==> config.mk <==
export PLATFORM = sky130hd
export DESIGN_NAME = pass_engine
export DESIGN_NICKNAME = d
export VERILOG_FILES = /design/src/rtl/pass_engine.sv
export SDC_FILE = /design/constraint.sdc
export NUM_CORES = 1
export LEC_CHECK = 0
export CAP_MARGIN = 15
export CORE_ASPECT_RATIO = 1.4
export CORE_UTILIZATION = 50
export CTS_CLUSTER_DIAMETER = 100
export DETAILED_ROUTE_END_ITERATION = 10
export GPL_ROUTABILITY_DRIVEN = 0
export PLACE_DENSITY = 0.84
export SLEW_MARGIN = 20
export SYNTH_ARGS = -nofsm -noshare
export SYNTH_HDL_FRONTEND = slang
export SYNTH_SLANG_ARGS = --single-unit
export TNS_END_PERCENT = 20
==> constraint.sdc <==
create_clock -name clk_i -period 7.18 [get_ports clk_i]
set_clock_uncertainty 0.1 [all_clocks]
set_input_delay 2.154 -clock clk_i [delete_from_list [all_inputs] [get_ports clk_i]]
set_output_delay 2.154 -clock clk_i [all_outputs]
set_load 0.01 [all_outputs]
==> src/rtl/pass_engine.sv <==
// Datapath responder for the training-pass controller: steps forward/backward passes
// over N_ELEM elements, accumulates absolute-error loss and decides end of training.
module pass_engine #(
  parameter int DATA_W    = 8,
  parameter int LOSS_W    = 12,
  parameter int N_ELEM    = 4,
  parameter int ADDR_W    = 2,
  parameter int EPOCH_W   = 4,
  parameter int MAX_EPOCH = 15
) (
  input  logic                     clk_i,
  input  logic                     rst_i,
  input  logic                     en_i,
  input  logic                     f0_pass_i,
  input  logic                     f1_pass_i,
  input  logic                     b_pass_i,
  input  logic                     zero_loss_i,
  input  logic                     zero_final_i,
  input  logic                     zero_weight_update_i,
  input  logic signed [DATA_W-1:0] err_i,
  input  logic                     err_valid_i,
  output logic [ADDR_W-1:0]        addr_o,
  output logic                     fwd_active_o,
  output logic                     bwd_active_o,
  output logic                     f_end_o,
  output logic                     b_end_o,
  output logic                     zero_end_check_o,
  output logic [LOSS_W-1:0]        loss_o,
  output logic [EPOCH_W-1:0]       epoch_o,
  output logic [7:0]               upd_cnt_o
);

  typedef enum logic [2:0] {S_IDLE, S_FWD, S_CHECK, S_BWD, S_HOLD} state_e;
  localparam logic [1:0] SRV_F0 = 2'd0;
  localparam logic [1:0] SRV_F1 = 2'd1;
  localparam logic [1:0] SRV_B  = 2'd2;

  state_e              state_q, state_d;
  logic [1:0]          served_q, served_d;
  logic [ADDR_W-1:0]   addr_q, addr_d;
  logic [LOSS_W-1:0]   loss_q, loss_d;
  logic [LOSS_W-1:0]   loss_out_q, loss_out_d;
  logic [EPOCH_W-1:0]  epoch_q, epoch_d;
  logic [7:0]          upd_q, upd_d;
  logic                f_end_q, f_end_d;
  logic                b_end_q, b_end_d;
  logic                zec_q, zec_d;
  logic                fwd_act_q, fwd_act_d;
  logic                bwd_act_q, bwd_act_d;

  logic                served_lvl;
  logic                last_elem;
  logic [DATA_W-1:0]   abs_err;
  logic [LOSS_W:0]     loss_sum;
  logic [LOSS_W-1:0]   loss_sat;

  always_comb begin
    case (served_q)
      SRV_B:   served_lvl = b_pass_i;
      SRV_F1:  served_lvl = f1_pass_i;
      default: served_lvl = f0_pass_i;
    endcase
  end

  assign last_elem = (addr_q == ADDR_W'(N_ELEM - 1));
  // Most-negative sample wraps to 2**(DATA_W-1), which is correct as unsigned.
  assign abs_err   = err_i[DATA_W-1] ? $unsigned(-err_i) : $unsigned(err_i);
  assign loss_sum  = {1'b0, loss_q} + {{(LOSS_W + 1 - DATA_W){1'b0}}, abs_err};
  assign loss_sat  = loss_sum[LOSS_W] ? {LOSS_W{1'b1}} : loss_sum[LOSS_W-1:0];

  always_ff @(posedge clk_i or negedge rst_i) begin
    if (!rst_i) state_q <= S_IDLE;
    else        state_q <= state_d;
  end

  always_comb begin
    state_d = state_q;
    if (en_i) begin
      case (state_q)
        S_IDLE: begin
          if (b_pass_i)                    state_d = S_BWD;
          else if (f1_pass_i || f0_pass_i) state_d = S_FWD;
        end
        S_FWD: begin
          if (!served_lvl)                    state_d = S_IDLE;
          else if (err_valid_i && last_elem)  state_d = S_CHECK;
        end
        S_CHECK: state_d = S_HOLD;
        S_BWD: begin
          if (!served_lvl)    state_d = S_IDLE;
          else if (last_elem) state_d = S_HOLD;
        end
        S_HOLD: if (!served_lvl) state_d = S_IDLE;
        default: state_d = S_IDLE;
      endcase
    end
  end

  always_comb begin
    served_d   = served_q;
    addr_d     = addr_q;
    loss_d     = loss_q;
    loss_out_d = loss_out_q;
    epoch_d    = epoch_q;
    upd_d      = upd_q;
    f_end_d    = f_end_q;
    b_end_d    = b_end_q;
    zec_d      = zec_q;
    if (en_i) begin
      f_end_d = 1'b0;
      b_end_d = 1'b0;
      case (state_q)
        S_IDLE: begin
          addr_d = '0;
          if (b_pass_i)       served_d = SRV_B;
          else if (f1_pass_i) served_d = SRV_F1;
          else if (f0_pass_i) served_d = SRV_F0;
        end
        S_FWD: begin
          if (!served_lvl) begin
            addr_d = '0;
          end else if (err_valid_i) begin
            loss_d = loss_sat;
            addr_d = last_elem ? '0 : addr_q + 1'b1;
          end
        end
        S_CHECK: begin
          loss_out_d = loss_q;
          if (served_q == SRV_F1 && (loss_q == '0 || epoch_q == EPOCH_W'(MAX_EPOCH)))
            zec_d = 1'b1;
          else
            f_end_d = 1'b1;
        end
        S_BWD: begin
          if (!served_lvl) begin
            addr_d = '0;
          end else begin
            upd_d = (upd_q == 8'hFF) ? upd_q : upd_q + 8'd1;
            if (last_elem) begin
              addr_d  = '0;
              b_end_d = 1'b1;
              epoch_d = (epoch_q == EPOCH_W'(MAX_EPOCH)) ? epoch_q : epoch_q + 1'b1;
            end else begin
              addr_d = addr_q + 1'b1;
            end
          end
        end
        S_HOLD: if (!served_lvl) zec_d = 1'b0;
        default: ;
      endcase
    end
    // Clear strobes override everything, independent of en_i.
    if (zero_loss_i)          loss_d     = '0;
    if (zero_final_i)         loss_out_d = '0;
    if (zero_weight_update_i) upd_d      = '0;
    fwd_act_d = (state_d == S_FWD);
    bwd_act_d = (state_d == S_BWD);
  end

  always_ff @(posedge clk_i or negedge rst_i) begin
    if (!rst_i) begin
      served_q   <= SRV_F0;
      addr_q     <= '0;
      loss_q     <= '0;
      loss_out_q <= '0;
      epoch_q    <= '0;
      upd_q      <= '0;
      f_end_q    <= 1'b0;
      b_end_q    <= 1'b0;
      zec_q      <= 1'b0;
      fwd_act_q  <= 1'b0;
      bwd_act_q  <= 1'b0;
    end else begin
      served_q   <= served_d;
      addr_q     <= addr_d;
      loss_q     <= loss_d;
      loss_out_q <= loss_out_d;
      epoch_q    <= epoch_d;
      upd_q      <= upd_d;
      f_end_q    <= f_end_d;
      b_end_q    <= b_end_d;
      zec_q      <= zec_d;
      fwd_act_q  <= fwd_act_d;
      bwd_act_q  <= bwd_act_d;
    end
  end

  assign addr_o           = addr_q;
  assign fwd_active_o     = fwd_act_q;
  assign bwd_active_o     = bwd_act_q;
  assign f_end_o          = f_end_q;
  assign b_end_o          = b_end_q;
  assign zero_end_check_o = zec_q;
  assign loss_o           = loss_out_q;
  assign epoch_o          = epoch_q;
  assign upd_cnt_o        = upd_q;

endmodule

==> insert_results.sql <==
INSERT INTO impl_metrics (metric_group, metric, value, unit) VALUES
('power_and_ir_drop', 'power.density_cell_area', '267', 'mW/mm2'),
('floorplan', 'floorplan.die_area', '0.00606', 'mm2'),
('floorplan', 'pin_count', '49', ''),
('timing', 'sum_of_negative_setup_slack', '0', 'ps'),
('synth', 'syn-cell-area', '0.00287', 'mm2'),
('timing', 'fin_hold_ws', '423', 'ps'),
('global_route', 'grt_start_max_net_pins', '49', ''),
('clocking', 'cts_root_buffer', 'sky130_fd_sc_hd__clkbuf_8', ''),
('layout', 'share_of_final_layout_standard_cells_stronger_than_drive_strength_1', '6.15', '%'),
('placed_design', 'detailedPlacementHpwl', '4.76', 'mm'),
('clocking', 'cts_tree', 'yes', ''),
('power_and_ir_drop', 'report.power.total', '0.000946', 'W'),
('drt', 'route.antenna.remaining_nets', '0', ''),
('power_and_ir_drop', 'peak_supply_drop', '112', 'uV'),
('run_status', 'status', 'finished, final reports clean', ''),
('timing', 'finalCritPeriodShare', '69.9', '%'),
('power_and_ir_drop', 'sw_frac_of_total', '34.3', '%'),
('worst_setup_path', 'worst-endpoint-required', '7280', 'ps'),
('worst_setup_path', 'crit_path_max_fanout', '8', ''),
('power_and_ir_drop', 'power_frac_clock', '27.8', '%'),
('global_route', 'grt_util_all_layers', '22.1', '%'),
('clocking', 'cts_repair_resize_count', '0', ''),
('power_and_ir_drop', 'comb_power_share', '34.9', '%'),
('clocking', 'post_cts.repair.setup_buffers', '0', ''),
('global_route', 'global_route_wire_length_before_repair', '10.5', 'mm'),
('clocking', 'clkSinkCount', '48', ''),
('synth', 'mappedNetlistNets', '347', ''),
('placed_design', 'place_ws', '1830', 'ps'),
('drt', 'finalWirelength', '6.15', 'mm'),
('synth', 'synth_seq_cells', '48', ''),
('timing', 'maxClockFrequency', '199', 'MHz'),
('drt', 'vias', '2487', ''),
('clocking', 'clock_tree.htree_level_count', '2', ''),
('floorplan', 'die_h', '91.7', 'um'),
('layout', 'layout-area-overhead-vs-synth', '23.5', '%'),
('global_route', 'grt_overflow_total', '0', ''),
('worst_setup_path', 'critPathKind', 'in2reg', ''),
('power_and_ir_drop', 'cellLeakagePower', '1.47', 'nW'),
('floorplan', 'floorplan.rows', '32', ''),
('global_route', 'grt_antenna_before_repair', '0', ''),
('clocking', 'worst_setup_hold_path_clk_slew', '90', 'ps'),
('clocking', 'worst_skew_pair.late_latency', '300', 'ps'),
('timing', 'tightest_slew', '781', 'ps'),
('drt', 'dr_wl_cell', '14.4', 'um'),
('timing', 'setup-violations-final', '0', ''),
('power_and_ir_drop', 'netSwitchingPower', '0.000324', 'W'),
('drt', 'drt_pass1_iterations', '4', ''),
('timing', 'timing.final.max_slew_violations', '0', ''),
('drt', 'remaining_drc_errors', '0', ''),
('synth', 'asyncSetResetFlopFracSynth', '100', '%'),
('synth', 'synth_seq_area_share', '41.8', '%'),
('hold_path', 'holdPathStages', '2', ''),
('timing', 'relSlewSlack', '47.5', '%'),
('synth', 'ys_dominant_reg_cell', 'sky130_fd_sc_hd__dfrtp_1', ''),
('floorplan', 'initial_standard_cell_utilization_of_the_core', '52.0', '%'),
('synth', 'yosysWarningCount', '0', ''),
('layout', 'number_of_antenna_repair_diodes', '0', ''),
('job', 'drv_cap', '0', ''),
('floorplan', 'placeableCoreArea', '0.00553', 'mm2'),
('synth', 'post_synth_inst_count', '314', ''),
('synth', 'synth_area_per_cell', '9.15', 'um2'),
('synth', 'number_of_enable_type_register_cells_in_the_synthesized_netlist', '0', ''),
('global_route', 'grt_pass1_vias', '2384', ''),
('power_and_ir_drop', 'cellInternalPower', '0.000622', 'W'),
('power_and_ir_drop', 'p_seq_share', '37.3', '%'),
('hold_path', 'hp-class', 'reg2reg', ''),
('clocking', 'cts_buffer_depth', '2', ''),
('timing', 'rsz_0062_raised_after_global_routing', 'no', ''),
('drt', 'route.detailed.vias_per_inst', '5.84', ''),
('worst_setup_path', 'timing.critical_path.to_type', 'flop', ''),
('worst_setup_path', 'arrival', '5120', 'ps'),
('layout', 'final_util', '64.2', '%'),
('floorplan', 'dieWidth', '66.1', 'um'),
('worst_setup_path', 'number_of_cells_on_the_worst_reg_to_reg_path', '7', ''),
('timing', 'setup_ws', '2160', 'ps'),
('timing', 'finalWorstPathRequiredPeriod', '5020', 'ps'),
('worst_setup_path', 'crit_path_start_kind', 'input pin', ''),
('synth', 'synth.lib_cells_used.distinct', '55', ''),
('drt', 'drt_iter0_markers', '177', ''),
('timing', 'hold_fails_final_rpt', '0', ''),
('clocking', 'cts-buffers-inserted', '5', ''),
('clocking', 'post_cts_hold_buffer_count', '0', ''),
('placed_design', 'port_buffers', '48', ''),
('layout', 'num-nets-final', '390', '');
==> routing by layer <==
metal | share of wire (%) | global-route usage [%] | vias up
met5 | 0 | 0 | -
met4 | 1.7 | 7.62 | 0
met3 | 3.5 | 3.11 | 9
met2 | 57 | 42.2 | 66
met1 | 38 | 23.8 | 1200
li1 | - | - | 1212
==> cells by family (layout without fill, tap and decap cells) <==
| family | after synthesis | after routing | synth area share (%) |
|---|---|---|---|
| compound gates | 63 | 63 | 14.5 |
| flops | 48 | 48 | 41.8 |
| simple gates | 136 | 136 | 25.2 |
| buf+inv | 28 | 72 | 3.96 |
| mux | 7 | 7 | 2.66 |
| fa+ha+maj | 15 | 15 | 6.79 |
| xor+xnor | 17 | 17 | 5.18 |
==> placed cells by master (no fill, tap or decap), drive strengths merged, types with 4 or more instances in the layout <==
cell type and n:
dfrtp 48, clkdlybuf4s50 47, nand2 37, nor2 26, a21oi 22, nor3 22
inv 14, ha 14, xnor2 12, o21ai 9, nand3 8, nor4 8
nand2b 5, nor2b 5, or3 5, xor2 5, clkbuf 5, mux2 5
o22ai 4, and3 4
==> metrics by stage <==
stage	cell area, um2	cells
2_1_floorplan	2870	314
3_3_place_gp	3390	418
3_5_place_dp	3390	418
4_1_cts	3550	426
5_1_grt	3550	426
6_report	3550	426
==> registers in the layout, summed over array words and instances, names as in the netlist <==
register and cells:
loss_o 12, loss_q 12, upd_cnt_o 8, epoch_o 4, state_q 3, addr_o 2, served_q 2, b_end_o 1
bwd_active_o 1, f_end_o 1, fwd_active_o 1, zero_end_check_o 1
==> path summary, 6_finish.rpt <==
| path | start | endpoint | slack, ps |
|---|---|---|---|
| worst max register to register | served_q[0] | upd_cnt_o[6] | 4380 |
| max in group asynchronous | rst_i | loss_q[4] | 4840 |
| min in group asynchronous | rst_i | epoch_o[3] | 1750 |
| worst min register to register | loss_o[10] | loss_o[10] | 420 |
| worst max-delay path | err_i[0] | loss_q[9] | 2160 |
| worst min-delay path | loss_o[10] | loss_o[10] | 420 |
==> synthesized netlist by cell type, types with 6 or more instances <==
cell,count,area [um2]
sky130_fd_sc_hd__dfrtp_1,48,1200
sky130_fd_sc_hd__a21oi_1,22,110
sky130_fd_sc_hd__ha_1,14,175
sky130_fd_sc_hd__nor3_1,21,105
sky130_fd_sc_hd__nor2_1,26,97.6
sky130_fd_sc_hd__nor4_1,6,37.5
sky130_fd_sc_hd__inv_1,14,52.6
sky130_fd_sc_hd__nand2_1,37,139
sky130_fd_sc_hd__clkbuf_1,10,37.5
sky130_fd_sc_hd__o21ai_0,9,45.0
sky130_fd_sc_hd__nand3_1,8,40.0
sky130_fd_sc_hd__xnor2_1,12,105
==> power by group through the flow <==
stage	Combinational, W	Sequential (W)	Clock (W)
6_report	0.000330	0.000353	0.000263
5_1_grt	0.000367	0.000359	0.000278
4_1_cts	0.000331	0.000352	0.000267
3_5_place_dp	0.000326	0.000357	0
3_3_place_gp	0.000314	0.000354	0
2_1_floorplan	0.000249	0.000340	0
==> area by class of cell <==
| class | count | area [um2] |
|---|---|---|
| fill | 463 | 1980 |
| multi-input combinational | 238 | 1560 |
| sequential | 48 | 1200 |
| timing repair buffer | 50 | 493 |
| clock inverter | 3 | 90.1 |
| tap | 68 | 85.1 |
| clock buffer | 5 | 68.8 |
| inverter | 14 | 52.6 |
==> critical path, cell delays in order <==
cell                              delay [ps]
sky130_fd_sc_hd__clkdlybuf4s50_1         520
sky130_fd_sc_hd__inv_1                    60
sky130_fd_sc_hd__ha_1                    280
sky130_fd_sc_hd__nand2_1                  60
sky130_fd_sc_hd__o21ai_0                 150
sky130_fd_sc_hd__fa_1                    460
sky130_fd_sc_hd__a21o_1                  200
sky130_fd_sc_hd__a221oi_2                350
sky130_fd_sc_hd__o31ai_1                 260
sky130_fd_sc_hd__or4_1                   430
sky130_fd_sc_hd__and3b_1                 180
Note: power is estimated with default switching activity, not from simulation.
